## src/rtl/pixel_sink_packer.sv

```systemverilog
`default_nettype none
// ============================================================================
// Module   : pixel_sink_packer
// Brief    : Shift/clamp pixels to bytes, pack 4 per word, FWFT FIFO out.
//            Define PIXEL_SINK_FRAME_SUM_EN to build the per-frame byte sum.
// Revision : 1.0 - initial release
// ============================================================================
module pixel_sink_packer #(
  parameter int IMG_WIDTH  = 32,
  parameter int IMG_HEIGHT = 32,
  parameter int FIFO_DEPTH = 8
) (
  input  logic        clk,
  input  logic        rstn,
  input  logic        in_valid,
  input  logic [31:0] in_pixel,
  input  logic [3:0]  shift,
  input  logic        sat_en,
  input  logic        clr,
  output logic        out_valid,
  input  logic        out_ready,
  output logic [31:0] out_data,
  output logic        out_last,
  output logic        frame_done,
  output logic [15:0] overflow_cnt,
  output logic [15:0] frame_sum
);

  localparam int FRAME_PIX = IMG_WIDTH * IMG_HEIGHT;
  localparam int PCW       = (FRAME_PIX > 1) ? $clog2(FRAME_PIX) : 1;
  localparam int AW        = (FIFO_DEPTH > 1) ? $clog2(FIFO_DEPTH) : 1;
  localparam logic [PCW-1:0] LAST_PIX = PCW'(FRAME_PIX - 1);
  localparam logic [AW:0]    DEPTH_C  = (AW+1)'(FIFO_DEPTH);

  logic signed [31:0] shifted;
  logic [7:0]         byte_d;
  logic [7:0]         s1_byte_q;
  logic               s1_valid_q;

  logic [1:0]         lane_q, lane_d;
  logic [PCW-1:0]     pix_q, pix_d;
  logic [31:0]        word_q, word_d, word_full;
  logic               pix_last, word_done;

  logic [32:0]        mem_q [FIFO_DEPTH];
  logic [AW-1:0]      wr_q, rd_q;
  logic [AW:0]        cnt_q, cnt_d;
  logic               pop, push;
  logic               frame_done_q;
  logic [15:0]        ovf_q;

  assign shifted = $signed(in_pixel) >>> shift;

  always_comb begin
    byte_d = shifted[7:0];
    if (sat_en && shifted[31]) begin
      byte_d = 8'h00;
    end else if (sat_en && (shifted > 32'sd255)) begin
      byte_d = 8'hFF;
    end
  end

  assign pix_last  = (pix_q == LAST_PIX);
  assign word_done = s1_valid_q && ((lane_q == 2'd3) || pix_last);
  assign word_full = word_q | ({24'd0, s1_byte_q} << {lane_q, 3'b000});

  assign out_valid = (cnt_q != '0);
  assign pop       = out_valid && out_ready;
  // A full FIFO still accepts when the head leaves in the same cycle
  assign push      = word_done && ((cnt_q < DEPTH_C) || pop);

  always_comb begin
    lane_d = lane_q;
    pix_d  = pix_q;
    word_d = word_q;
    cnt_d  = cnt_q;
    if (s1_valid_q) begin
      if (word_done) begin
        lane_d = 2'd0;
        word_d = '0;
      end else begin
        lane_d = lane_q + 2'd1;
        word_d = word_full;
      end
      pix_d = pix_last ? '0 : pix_q + PCW'(1);
    end
    case ({push, pop})
      2'b10:   cnt_d = cnt_q + (AW+1)'(1);
      2'b01:   cnt_d = cnt_q - (AW+1)'(1);
      default: cnt_d = cnt_q;
    endcase
  end

  always_ff @(posedge clk or negedge rstn) begin
    if (!rstn) begin
      s1_valid_q   <= 1'b0;
      s1_byte_q    <= 8'd0;
      lane_q       <= 2'd0;
      pix_q        <= '0;
      word_q       <= 32'd0;
      wr_q         <= '0;
      rd_q         <= '0;
      cnt_q        <= '0;
      frame_done_q <= 1'b0;
      ovf_q        <= 16'd0;
    end else if (clr) begin
      s1_valid_q   <= 1'b0;
      s1_byte_q    <= 8'd0;
      lane_q       <= 2'd0;
      pix_q        <= '0;
      word_q       <= 32'd0;
      wr_q         <= '0;
      rd_q         <= '0;
      cnt_q        <= '0;
      frame_done_q <= 1'b0;
      ovf_q        <= 16'd0;
    end else begin
      s1_valid_q   <= in_valid;
      if (in_valid) begin
        s1_byte_q <= byte_d;
      end
      lane_q       <= lane_d;
      pix_q        <= pix_d;
      word_q       <= word_d;
      cnt_q        <= cnt_d;
      if (push) begin
        wr_q <= wr_q + AW'(1);
      end
      if (pop) begin
        rd_q <= rd_q + AW'(1);
      end
      frame_done_q <= word_done && pix_last;
      if (word_done && !push && (ovf_q != 16'hFFFF)) begin
        ovf_q <= ovf_q + 16'd1;
      end
    end
  end

  always_ff @(posedge clk) begin
    if (push && !clr) begin
      mem_q[wr_q] <= {pix_last, word_full};
    end
  end

  // Gate the head so an empty FIFO shows zeros rather than stale entries
  assign out_data     = out_valid ? mem_q[rd_q][31:0] : 32'd0;
  assign out_last     = out_valid & mem_q[rd_q][32];
  assign frame_done   = frame_done_q;
  assign overflow_cnt = ovf_q;

`ifdef PIXEL_SINK_FRAME_SUM_EN
  logic [15:0] acc_q, fsum_q;

  always_ff @(posedge clk or negedge rstn) begin
    if (!rstn) begin
      acc_q  <= 16'd0;
      fsum_q <= 16'd0;
    end else if (clr) begin
      acc_q  <= 16'd0;
      fsum_q <= 16'd0;
    end else if (s1_valid_q) begin
      if (pix_last) begin
        fsum_q <= acc_q + {8'd0, s1_byte_q};
        acc_q  <= 16'd0;
      end else begin
        acc_q  <= acc_q + {8'd0, s1_byte_q};
      end
    end
  end

  assign frame_sum = fsum_q;
`else
  assign frame_sum = 16'd0;
`endif

endmodule
`default_nettype wire

```

## config.mk

```make
export PLATFORM = sky130hd
export DESIGN_NAME = pixel_sink_packer
export DESIGN_NICKNAME = d
export VERILOG_FILES = /design/src/rtl/pixel_sink_packer.sv
export SDC_FILE = /design/constraint.sdc
export NUM_CORES = 1
export LEC_CHECK = 0
export ABC_AREA = 1
export BUFFER_PORTS_ARGS = -buffer_cell sky130_fd_sc_hd__buf_2
export CORE_MARGIN = 2
export CORE_UTILIZATION = 30
export CTS_BUF_LIST = sky130_fd_sc_hd__clkbuf_2
export DETAILED_ROUTE_END_ITERATION = 10
export HOLD_SLACK_MARGIN = 0.1
export SLEW_MARGIN = 15
export SYNTH_ARGS = -nofsm -noshare
export SYNTH_HDL_FRONTEND = slang
export SYNTH_SLANG_ARGS = --single-unit
```

## constraint.sdc

```tcl
create_clock -name clk -period 3.35 [get_ports clk]
set_input_delay 0.67 -clock clk [delete_from_list [all_inputs] [get_ports clk]]
set_output_delay 0.67 -clock clk [all_outputs]
set_load 0.03 [all_outputs]
```

# == Word level (Yosys, flattened, before mapping) ==
# Memories as Yosys holds them, arrays and structs flattened.
# Cells that the tools add are included.
# Widths: inputs -> output; s select.
# totals
in_bits,42
memories,1
out_inout_bits,67
register_bits,80
word_cells,75
ram_bits,264
# classes
magnitude_cmp,2
n_mux,26
n_shift,2
addsub,7
n_reduce_logical,20
n_eq_ne,5
n_bitwise,2
# mem_list
memory,depth,word_bits,read_ports,rd_clocked_by_memory_dff,wr,line,text
mem_q,8,33,1,0,1,45,logic [32:0] mem_q [FIFO_DEPTH];
# op_table
operator,n
$mux 32,4
$gt 32x9->1 const B,1
$mux 16,2
$mux 8,4
$or 32x32->32,1
$shl 8x5->32,1
$sshr 32x4->32,1
$mux 10,3
$add 16x1->16 const B,1
$ne 16x16->1 const B,1
$mux 3,4
$add 10x1->10 const B,1
$eq 10x10->1 const B,1
$reduce_bool 2->1,5
$logic_and 1x1->1,9
$pmux 4 s2,1
$add 3x1->3 const B,2
$mux 2,3
$add 4x1->4 const B,1
$eq 2x2->1 const B,2
$lt 4x4->1 const B,1
$mux 1,4
$mux 4,1
$reduce_bool 4->1,1
7 further kinds,9

# == Logic depth before layout (Yosys ltp) ==
# depth
word_depth,9
mapped_depth,19
ltp_nobuf,19

# == Worst setup path before layout ==
# Ideal clock, no wire load.
# synth_path
path_type,register to register
from,reg pix_q[0]
to,"mem mem_q[0][0], enable pin"
required_time_ns,2.927
t_arrival_ns,2.992
synth_period_minus_slack_ns,3.415
n_path_buf,0
stages_incl_launch_ff,14
setup_time_ns,0.423
setup_slack_ns,-0.065
cell_sequence,dfrtp_1 -> ha_1 -> nand2_2 -> nor2_2 -> nand2_2 -> nor2_2 -> nand2_2 -> nor2_4 -> nand3_4 -> o21ai_4 -> nand2_1 -> nor2_2 -> nand2_1 -> nor2_1
# synth_via
elab_chain_cells,7
# synth_rtl
element,line,text
start: declaration,41,"logic [PCW-1:0] pix_q, pix_d;"
start signal: assignment,123,pix_q <= pix_d;
$eq 10x10->1,63,assign pix_last = (pix_q == LAST_PIX);
$logic_or 1x1->1,64,assign word_done = s1_valid_q && ((lane_q == 2'd3) || pix_last);
$logic_and 1x1->1,64,
$logic_and 1x1->1,70,assign push = word_done && ((cnt_q < DEPTH_C) || pop);
$logic_and 1x1->1,140,if (push && !clr) begin
$mux 1,140,
$mux 1 (implied by the code),141,"mem_q[wr_q] <= {pix_last, word_full};"
end: declaration,45,
# Every way passes these cells.

# == Worst setup path after layout ==
# layout_path
from,reg rd_q[0]
to,out out_data[17]
# layout_via
elab_chain_cells,2
# layout_rtl
element,line,text
start: declaration,46,"logic [AW-1:0] wr_q, rd_q;"
start signal: assignment,130,rd_q <= rd_q + AW'(1);
$mem_v2 8x33,-,
$mux 32,146,assign out_data = out_valid ? mem_q[rd_q][31:0] : 32'd0;
end: declaration,22,"output logic [31:0] out_data,"
# Every way passes these cells.

==> metrics.md <==
| Metric | Value |
|---|---|
| Outcome | `completed` |
| Worst path bufs/invs | `4` |
| DRC Markers | `0` |
| CTS clock-pin slew for the worst setup and hold paths | `110 ps` |
| Synth Register Bits | `344` |
| IO Count | `109` |
| Worst Tran Pin Value | `885 ps` |
| Post-route setup slack | `8.41 ps` |
| Post-DR wirelength/cell | `18.6 microns` |
| Fill cells | `5053` |
| Area of the die | `53400 sq um` |
| Fin crit share | `0.997` |
| RSZ-0062 raised after global routing | `yes` |
| Synth-to-Final Area Change | `23.0%` |
| Deepest clock path buffer count | `3` |
| Synthesis warning total | `0` |
| Port bufs | `92` |
| H-tree depth | `3` |
| Final hold slack | `230 ps` |
| Vias in the first global route | `11.9k` |
| Worst-Skew Late Latency | `990 ps` |
| Final hold vios | `0` |
| Hold WC Path Type | `in2reg` |
| Most frequent cells in the layout | `edfxtp_1, nand2_1, nor2_1` |
| CP Capture Type | `primary output` |
| Max-slew violations | `0` |
| Distinct cell type count after synthesis | `45` |
| Clock tree sinks | `344` |
| DRT Wirelength | `45200 microns` |
| Setup Viol. Count Final | `0` |
| Die W | `231 microns` |
| Via count | `12.0k` |
| Initial antenna violation count | `2` |
| Routability cong. | `0.864` |
| Starting density of the core | `0.302` |
| Worst EP required | `2680 ps` |
| Congestion Overflow GR | `0` |
| GRT Overall Usage | `0.166` |
| Max Cap Violations | `0` |
| Fin Clk Skew | `57.2 ps` |
| DR iter-0 viols | `939` |
| Vias/cell | `4.95` |
| DP Worst Slack | `501 ps` |
| HPWL after DPL | `24800 microns` |
| First-pass GRT wire length | `68500 microns` |
| Die Span Y | `231 microns` |
| TritonCTS clock tree | `yes` |
| Worst path top cell family by delay | `buffers and inverters` |
| Crit Path Category | `reg2out` |
| Final ANT Viol Nets | `0` |
| Syn Inst Count | `1500` |
| CP Cell Sequence | `buf_12, clkinv_16, buf_8, nor2_1, o22ai_1, o21ai_1, a31oi_1, buf_4` |
| Syn_area_per_cell | `10.3 sq um` |
| Sequential area share after synthesis | `0.641` |
| Commonest non-fill, non-tap cell in the layout | `edfxtp_1` |
| CP max stage cell | `dfrtp_4` |
| Placed Instances | `2218` |
| Layout Cells excl Fill | `2430` |
| Setup_tns | `0 ps` |
| CP max FO | `10` |
| Pwr Total | `11800 uW` |
| CTS buffer count | `88` |
| Maximum vdd drop | `0.000238 V` |
| Clk root buf | `clkbuf_2` |
| Worst Path Arrival | `2670 ps` |
| Crit start category | `register` |
| Fraction of layout cells with a size suffix above 1 | `0.224` |
| Max incr delay on CP | `510 ps` |
| Leakage | `0.00745 uW` |
| Min Tclk post-route | `3340 ps` |
| Core area | `51200 sq um` |
| FP Rows | `83` |
| Power Density | `619 nW/um^2` |
| Largest net degree at the start of global routing | `59` |
| DR pass1 iterations | `7` |
| Relative slew slack | `0.410` |
| Mapped Area | `15500 sq um` |
| Maximum operating frequency | `0.299 GHz` |
| NumNets Final | `1736` |
## per-layer routing
layer / track usage / routed length [microns]
met5: 0 / 11
met3: 0.0359 / 3160
met4: 0.0556 / 1110
met2: 0.267 / 21300
met1: 0.223 / 19600
## synthesized netlist by cell type (all sizes together)
library cell | instances | area (sq um)
or2 | 1 | 6.26
xnor2 | 2 | 17.5
clkinv | 4 | 15.0
nand3 | 74 | 395
nand4 | 7 | 43.8
fa | 1 | 20.0
buf | 42 | 253
ha | 7 | 87.6
edfxtp | 264 | 7930
o21a | 1 | 7.51
o22ai | 35 | 219
conb | 1 | 3.75
and3 | 2 | 12.5
clkbuf | 60 | 229
nor4 | 5 | 37.5
nor2 | 245 | 935
dfrtp | 80 | 2000
and2 | 1 | 6.26
a21boi | 25 | 188
a32o | 1 | 10.0
inv | 52 | 195
mux2i | 3 | 30.0
a21oi | 26 | 130
xor2 | 14 | 123
o31ai | 2 | 25.0
a31oi | 46 | 288
a31o | 8 | 70.1
o21bai | 16 | 120
nand2 | 261 | 997
o21ai | 205 | 1040
nor3 | 9 | 45.0
## layout make-up
class,count,area (sq um),share of cell area
flip-flops and latches,344,9930,0.522
multi-input cells,1013,5180,0.272
repair buffers,180,2010,0.106
well taps,680,851,0.0447
clock buffers,126,631,0.0331
inverters,56,246,0.0129
clock inverters,27,145,0.00762
repair inverters,3,45.0,0.00237
diodes,1,2.50,0.000131
## worst paths after layout
check / start / end / slack, ps / cells after the start
max reg2reg: pix_q[0]$_DFFE_PN0P_ / cnt_q[3]$_DFFE_PN0P_ / 570 / 19
max in group asynchronous: rstn / word_q[8]$_DFFE_PN0P_ / 2270 / 3
min in group asynchronous: rstn / overflow_cnt[11]$_DFFE_PN0P_ / 340 / 2
min: shift[3] / s1_byte_q[1]$_DFFE_PN0P_ / 230 / 5
max: rd_q[0]$_DFFE_PN0P_ / out_data[17] / 8 / 8
min reg2reg: pix_q[0]$_DFFE_PN0P_ / pix_q[0]$_DFFE_PN0P_ / 510 / 1
## worst register-to-register path: cells and delay by family, from the launching register on
kind	cells	cell delay (ps)
flip-flops	1	390
buffers and inverters	1	100
adder cells (fa/ha/maj)	2	540
AO/OA/AOI/OAI	1	160
XOR/XNOR	2	300
AND/OR/NAND/NOR	13	1240
## power by group
group          switching (uW)  internal [uW]
Clock                    1710           1100
Combinational            2530           1780
Sequential               64.9           4620
Total                    4300           7490
## kinds of logic after synthesis
family	Yosys count	share of synthesized area
compound gates	365	0.136
xor+xnor	16	0.00905
fa+ha+maj	8	0.00695
buf+inv	158	0.0447
flops	344	0.641
mux	3	0.00194
other cells	1	0.000242
simple gates	605	0.160
## registers in the layout, summed over array words and instances (netlist names)
| signal | cells |
|---|---|
| wr_q | 3 |
| pix_q | 10 |
| s1_valid_q | 1 |
| s1_byte_q | 8 |
| rd_q | 3 |
| mem_q | 264 |
| overflow_cnt | 16 |
| frame_done | 1 |
| word_q | 32 |
| lane_q | 2 |
| cnt_q | 4 |
## through the flow
step / util / area (sq um)
global route: 0.372 / 19000
global placement: 0.328 / 16800
detailed placement: 0.328 / 16800
floorplan: - / 15500
finish: 0.372 / 19000
CTS: 0.365 / 18700
## timing repair
item                                    in CTS  in global routing
buffers inserted                            21                  5
resized for setup                          125                 62
gates cloned                                19                 10
hold endpoints to repair                    68                  0
pin swaps                                   23                 21
endpoints found under the setup margin      33                 33
hold buffers                                 5                  0
Power figures use the tool's default switching activity.
